<file path="src/rtl/dummy_accelerator_arbiter.sv">
`default_nettype none
// ============================================================================
// Module      : dummy_accelerator_arbiter
// Description : Round-robin arbiter sharing one accelerator between NumReq
//               requesters, with response routing, timeout and flush.
// Revision    : 1.0 - initial release
// ============================================================================
module dummy_accelerator_arbiter #(
    parameter int NumReq        = 4,
    parameter int CtlWidth      = 8,
    parameter int DataWidth     = 32,
    parameter int TimeoutCycles = 256
) (
    input  logic                          clk_i,
    input  logic                          rst_i,
    input  logic                          flush_i,
    input  logic [NumReq-1:0]             req_valid_i,
    output logic [NumReq-1:0]             req_ready_o,
    input  logic [NumReq*CtlWidth-1:0]    req_ctl_i,
    input  logic [NumReq*DataWidth-1:0]   req_data_i,
    output logic [NumReq-1:0]             rsp_valid_o,
    input  logic [NumReq-1:0]             rsp_ready_i,
    output logic [DataWidth-1:0]          rsp_data_o,
    output logic                          rsp_err_o,
    output logic                          acc_valid_o,
    input  logic                          acc_ready_i,
    output logic [CtlWidth-1:0]           acc_ctl_o,
    output logic [DataWidth-1:0]          acc_data_o,
    input  logic                          acc_rsp_valid_i,
    output logic                          acc_rsp_ready_o,
    input  logic [DataWidth-1:0]          acc_rsp_data_i,
    output logic                          acc_flush_o,
    output logic                          busy_o,
    output logic [$clog2(NumReq)-1:0]     grant_o
);

    localparam int C_GRANT_W = $clog2(NumReq);
    localparam int C_CNT_W   = $clog2(TimeoutCycles + 1);
    localparam logic [C_CNT_W-1:0]   C_CNT_LAST = C_CNT_W'(TimeoutCycles - 1);
    localparam logic [C_GRANT_W-1:0] C_LAST_IDX = C_GRANT_W'(NumReq - 1);

    typedef enum logic [1:0] {
        IDLE     = 2'd0,
        ISSUE    = 2'd1,
        WAIT_RSP = 2'd2,
        ERR_RSP  = 2'd3
    } state_e;

    state_e               state_q, state_d;
    logic [C_GRANT_W-1:0] grant_q, grant_d;
    logic [C_GRANT_W-1:0] ptr_q, ptr_d;
    logic [C_CNT_W-1:0]   cnt_q, cnt_d;

    logic                 w_found;
    logic [C_GRANT_W-1:0] w_pick;
    logic [C_GRANT_W-1:0] w_idx;
    logic [C_GRANT_W-1:0] w_ptr_next;
    logic                 w_rsp_hs;

    // Round-robin pick: first valid requester at or after ptr, wrapping.
    always_comb begin
        w_found = 1'b0;
        w_pick  = '0;
        w_idx   = '0;
        for (int i = 0; i < NumReq; i++) begin
            w_idx = C_GRANT_W'((int'(ptr_q) + i) % NumReq);
            if (!w_found && req_valid_i[w_idx]) begin
                w_found = 1'b1;
                w_pick  = w_idx;
            end
        end
    end

    assign w_ptr_next = (grant_q == C_LAST_IDX) ? '0 : grant_q + 1'b1;
    assign w_rsp_hs   = acc_rsp_valid_i & rsp_ready_i[grant_q];
    assign busy_o     = (state_q != IDLE);
    assign grant_o    = grant_q;

    always_comb begin
        state_d         = state_q;
        grant_d         = grant_q;
        ptr_d           = ptr_q;
        cnt_d           = '0;
        req_ready_o     = '0;
        rsp_valid_o     = '0;
        rsp_data_o      = '0;
        rsp_err_o       = 1'b0;
        acc_valid_o     = 1'b0;
        acc_ctl_o       = '0;
        acc_data_o      = '0;
        acc_rsp_ready_o = 1'b0;
        acc_flush_o     = 1'b0;

        // Response path is a straight pass-through so a zero-latency
        // accelerator can complete in the ISSUE cycle itself.
        if (state_q == ISSUE || state_q == WAIT_RSP) begin
            rsp_valid_o[grant_q] = acc_rsp_valid_i;
            acc_rsp_ready_o      = rsp_ready_i[grant_q];
            rsp_data_o           = acc_rsp_data_i;
        end

        case (state_q)
            IDLE: begin
                if (w_found) begin
                    grant_d = w_pick;
                    state_d = ISSUE;
                end
            end
            ISSUE: begin
                acc_valid_o          = 1'b1;
                acc_ctl_o            = req_ctl_i[int'(grant_q)*CtlWidth +: CtlWidth];
                acc_data_o           = req_data_i[int'(grant_q)*DataWidth +: DataWidth];
                req_ready_o[grant_q] = acc_ready_i;
                if (acc_ready_i && w_rsp_hs) begin
                    state_d = IDLE;
                    ptr_d   = w_ptr_next;
                end else if (acc_ready_i) begin
                    state_d = WAIT_RSP;
                end
            end
            WAIT_RSP: begin
                if (w_rsp_hs) begin
                    state_d = IDLE;
                    ptr_d   = w_ptr_next;
                end else if (cnt_q == C_CNT_LAST) begin
                    state_d     = ERR_RSP;
                    acc_flush_o = 1'b1;
                end else begin
                    cnt_d = cnt_q + 1'b1;
                end
            end
            ERR_RSP: begin
                rsp_valid_o[grant_q] = 1'b1;
                rsp_err_o            = 1'b1;
                if (rsp_ready_i[grant_q]) begin
                    state_d = IDLE;
                    ptr_d   = w_ptr_next;
                end
            end
            default: begin
                state_d = IDLE;
            end
        endcase

        // Flush aborts everything; no handshake may complete in that cycle.
        if (flush_i) begin
            state_d         = IDLE;
            grant_d         = grant_q;
            ptr_d           = ptr_q;
            cnt_d           = '0;
            acc_flush_o     = 1'b1;
            acc_valid_o     = 1'b0;
            req_ready_o     = '0;
            rsp_valid_o     = '0;
            rsp_err_o       = 1'b0;
            acc_rsp_ready_o = 1'b0;
        end
    end

    always_ff @(posedge clk_i) begin
        if (rst_i) begin
            state_q <= IDLE;
            grant_q <= '0;
            ptr_q   <= '0;
            cnt_q   <= '0;
        end else begin
            state_q <= state_d;
            grant_q <= grant_d;
            ptr_q   <= ptr_d;
            cnt_q   <= cnt_d;
        end
    end

endmodule
`default_nettype wire

</file>
<file path="config.mk">
export PLATFORM = sky130hd
export DESIGN_NAME = dummy_accelerator_arbiter
export DESIGN_NICKNAME = d
export VERILOG_FILES = /design/src/rtl/dummy_accelerator_arbiter.sv
export SDC_FILE = /design/constraint.sdc
export NUM_CORES = 1
export LEC_CHECK = 0
export CORE_AREA = 2 2 115 117
export CTS_BUF_LIST = sky130_fd_sc_hd__clkbuf_16
export CTS_CLUSTER_SIZE = 24
export DETAILED_ROUTE_END_ITERATION = 16
export DIE_AREA = 0 0 117 119
export PLACE_DENSITY_LB_ADDON = 0.2
export SETUP_SLACK_MARGIN = 0.4
export SLEW_MARGIN = 30
export SYNTH_ARGS = -nofsm -noshare
export SYNTH_HDL_FRONTEND = slang
export SYNTH_SLANG_ARGS = --single-unit
</file>
<file path="constraint.sdc">
create_clock -name clk_i -period 1.7 [get_ports clk_i]
set_input_delay 0.255 -clock clk_i [delete_from_list [all_inputs] [get_ports clk_i]]
set_output_delay 0.255 -clock clk_i [all_outputs]
set_load 0.03 [all_outputs]
</file>
==> results by group <==
Outcome
  – Status: finished with violations
  – Violated checks: setup timing

Placement
  – HPWL after DPL: 10860 um
  – DP Area: 6061 um2
  – GPL Wtd Cong: 0.8050
  – IO buf count: 291

Power
  – Tot Pwr: 2.632 mW
  – Logic gate share of total power: 0.680
  – Sw Pwr: 797.2 uW
  – Sequential Power Share: 0.140
  – Pwr Density: 366.6 nW/um2
  – Maximum VDD drop: 0.4932 mV
  – Pleak: 2.856 nW
  – Int Pwr: 1.835 mW
  – Clk network pwr share: 0.180
  – Sw frac: 0.3029

GRT
  – Vias in the first global route: 3708
  – First-pass GRT wire length: 20110 um
  – All-Layer GR Usage: 0.1865
  – Initial antenna violation count: 0
  – Largest net degree at the start of global routing: 25
  – GRT overflow: 0

Route
  – DRT antenna net count: 0
  – Vias per std cell: 4.417
  – Final wirelength: 13760 um
  – Vias: 3494
  – # DRC: 0
  – Mean routed wirelength per cell: 17.39 um
  – DRT Pass-1 Iters: 4
  – DRT iter0 DRCs: 94

Logic synthesis
  – Synth Flop Type: dfxtp_1
  – Mapped Area: 2442 um2
  – Syn_area_per_cell: 9.692 um2
  – Ys async rst share: 0
  – Cells after Synth: 252
  – Sequential share of the synthesized area: 0.1230
  – Post-synth EDFFs: 0
  – Unique masters post-synth: 39
  – Yosys warns: 0
  – Mapped Nets: 467
  – Yosys reg bits: 15

STA
  – Fmax: 491.0 MHz
  – WHS: 528.3 ps
  – Setup violations, final: 96
  – Skew final: 1.753 ps
  – Slew Limit Fails: 0
  – RSZ-0062 raised after global routing: true
  – Final Hold Fails: 0
  – Worst-margin pin slew: 596.2 ps
  – Final period utilization: 1.198
  – Slew headroom: 0.6011
  – Tmin final: 2037 ps
  – Min setup slack post-route: -336.8 ps

Setup path
  – Critical path class: reg -> out
  – Crit end category: output port
  – Worst setup SP type: flip-flop
  – Crit path max fanout: 5
  – WP data required: 1440 ps
  – CP arrival: 1780 ps

CTS
  – CTS clk-pin slew, worst paths: 50 ps
  – Root buffer cell: clkbuf_16
  – TritonCTS buffer count: 3
  – Longest Clk Path Bufs: 2
  – CTS tree: done
  – Hold_buf cts: 0
  – H-tree Lvls: 1
  – Sink Count: 15
  – Clock Latency Late Sink: 250 ps

Floorplan
  – # rows: 42
  – Die width: 117 um
  – I/O pin cnt: 292
  – Initial Util: 0.1897
  – DIE AREA: 13920 um2
  – Core area: 12870 um2
  – Die Ht: 119 um

Run
  – Max cap viols: 0

Final layout
  – Number of inserted diodes: 0
  – Area growth syn-to-layout: 194.0%
  – FILL cells: 1117
  – Most common cell after layout, fill and taps aside: clkdlybuf4s50_1
  – Final net count: 831
  – Post-route cell area: 7179 um2
  – Most frequent cells in the layout: clkdlybuf4s50_1 (203), buf_6 (92), and2_4 (76)
  – Sequential Area: 312.8 um2
  – Area occupied by multi-input gates: 2457 um2
  – Layout cell share with drive strength beyond 1: 0.5545

Worst hold path
  – HP Class: reg -> reg
-- registers in the layout, indices dropped and copies added, names as in the netlist --
name / count
cnt_q: 9
grant_o: 2
ptr_q: 2
state_q: 2
-- synth_stat cells, types with 5 or more instances --
| library cell | count | area [um2] |
|---|---|---|
| clkbuf_1 | 13 | 48.80 |
| and3_1 | 6 | 37.54 |
| ha_1 | 10 | 125.1 |
| inv_1 | 9 | 33.78 |
| and2_1 | 76 | 475.5 |
| mux4_2 | 41 | 923.4 |
| nand3_1 | 5 | 25.02 |
| xor2_1 | 5 | 43.79 |
| a21oi_1 | 7 | 35.03 |
| nor2_1 | 18 | 67.56 |
| nand2_1 | 6 | 22.52 |
| dfxtp_1 | 15 | 300.3 |
-- metrics by stage --
step,utilization,worst slack (ps),std cells,TNS [ps]
after floorplan,-,-1.663,252,-1.663
after global placement,0.4707,-529.0,743,-16860
after detailed placement,0.4707,-512.6,743,-17470
after CTS,0.5430,-372.1,781,-17120
after global routing,0.5576,-389.4,791,-21920
final,0.5576,-336.8,791,-17260
-- final timing paths --
check             startpoint     endpoint  slack (ps)  cells after the start
setup / recovery  grant_o[0]  acc_flush_o        -340                      6
hold reg to reg     cnt_q[4]     cnt_q[4]         530                      2
setup reg to reg  grant_o[0]     ptr_q[1]        -310                      8
hold / removal      cnt_q[4]     cnt_q[4]         530                      2
-- what timing repair did --
action                                  in CTS  in global routing
endpoints found under the setup margin     101                101
buffers inserted                            29                  8
pin swaps                                   26                 23
endpoints found under the hold margin        0                  0
resized for setup                          322                 22
gates cloned                                 5                  2
-- layer usage --
metal	track usage	vias to the layer above	share of wire
met4	0.05662	0	0.035
met3	0.04733	30	0.078
met5	0	-	0
met1	0.1850	1672	0.33
met2	0.3681	143	0.55
li1	-	1649	-
-- cells by family (layout without fill, tap and decap cells) --
kind of cell | count (synthesis) | in the layout | synth area share
AO/OA/AOI/OAI | 19 | 19 | 0.05430
XOR/XNOR | 6 | 6 | 0.02152
adder cells (fa/ha/maj) | 10 | 10 | 0.05123
buffers and inverters | 29 | 391 | 0.05123
flip-flops | 15 | 15 | 0.1230
multiplexers | 43 | 43 | 0.3863
AND/OR/NAND/NOR | 130 | 131 | 0.3125
-- worst max-delay path, cell delays in order, from the launching register on --
cell and delay (ps):
dfxtp_4 380, buf_6 130, mux4_2 540, buf_6 160, nand2_4 50, a31o_4 160, buf_12 110
-- power groups by stage --
stage / registers (mW) / clock network, mW / logic (mW)
final: 0.370 / 0.474 / 1.79
after global routing: 0.371 / 0.499 / 1.88
after CTS: 0.372 / 0.481 / 1.74
after detailed placement: 0.383 / 0 / 1.46
after global placement: 0.383 / 0 / 1.44
after floorplan: 0.377 / 0 / 0.683
-- final cells by class --
| cell class | instances | area share |
|---|---|---|
| clock inverter | 1 | 0.0008714 |
| inverter | 10 | 0.007320 |
| sequential | 15 | 0.04357 |
| clock buffer | 3 | 0.01046 |
| tap | 176 | 0.03067 |
| timing repair buffer | 377 | 0.5648 |
| multi-input combinational | 209 | 0.3423 |
Note: power is estimated with default switching activity, not from simulation.
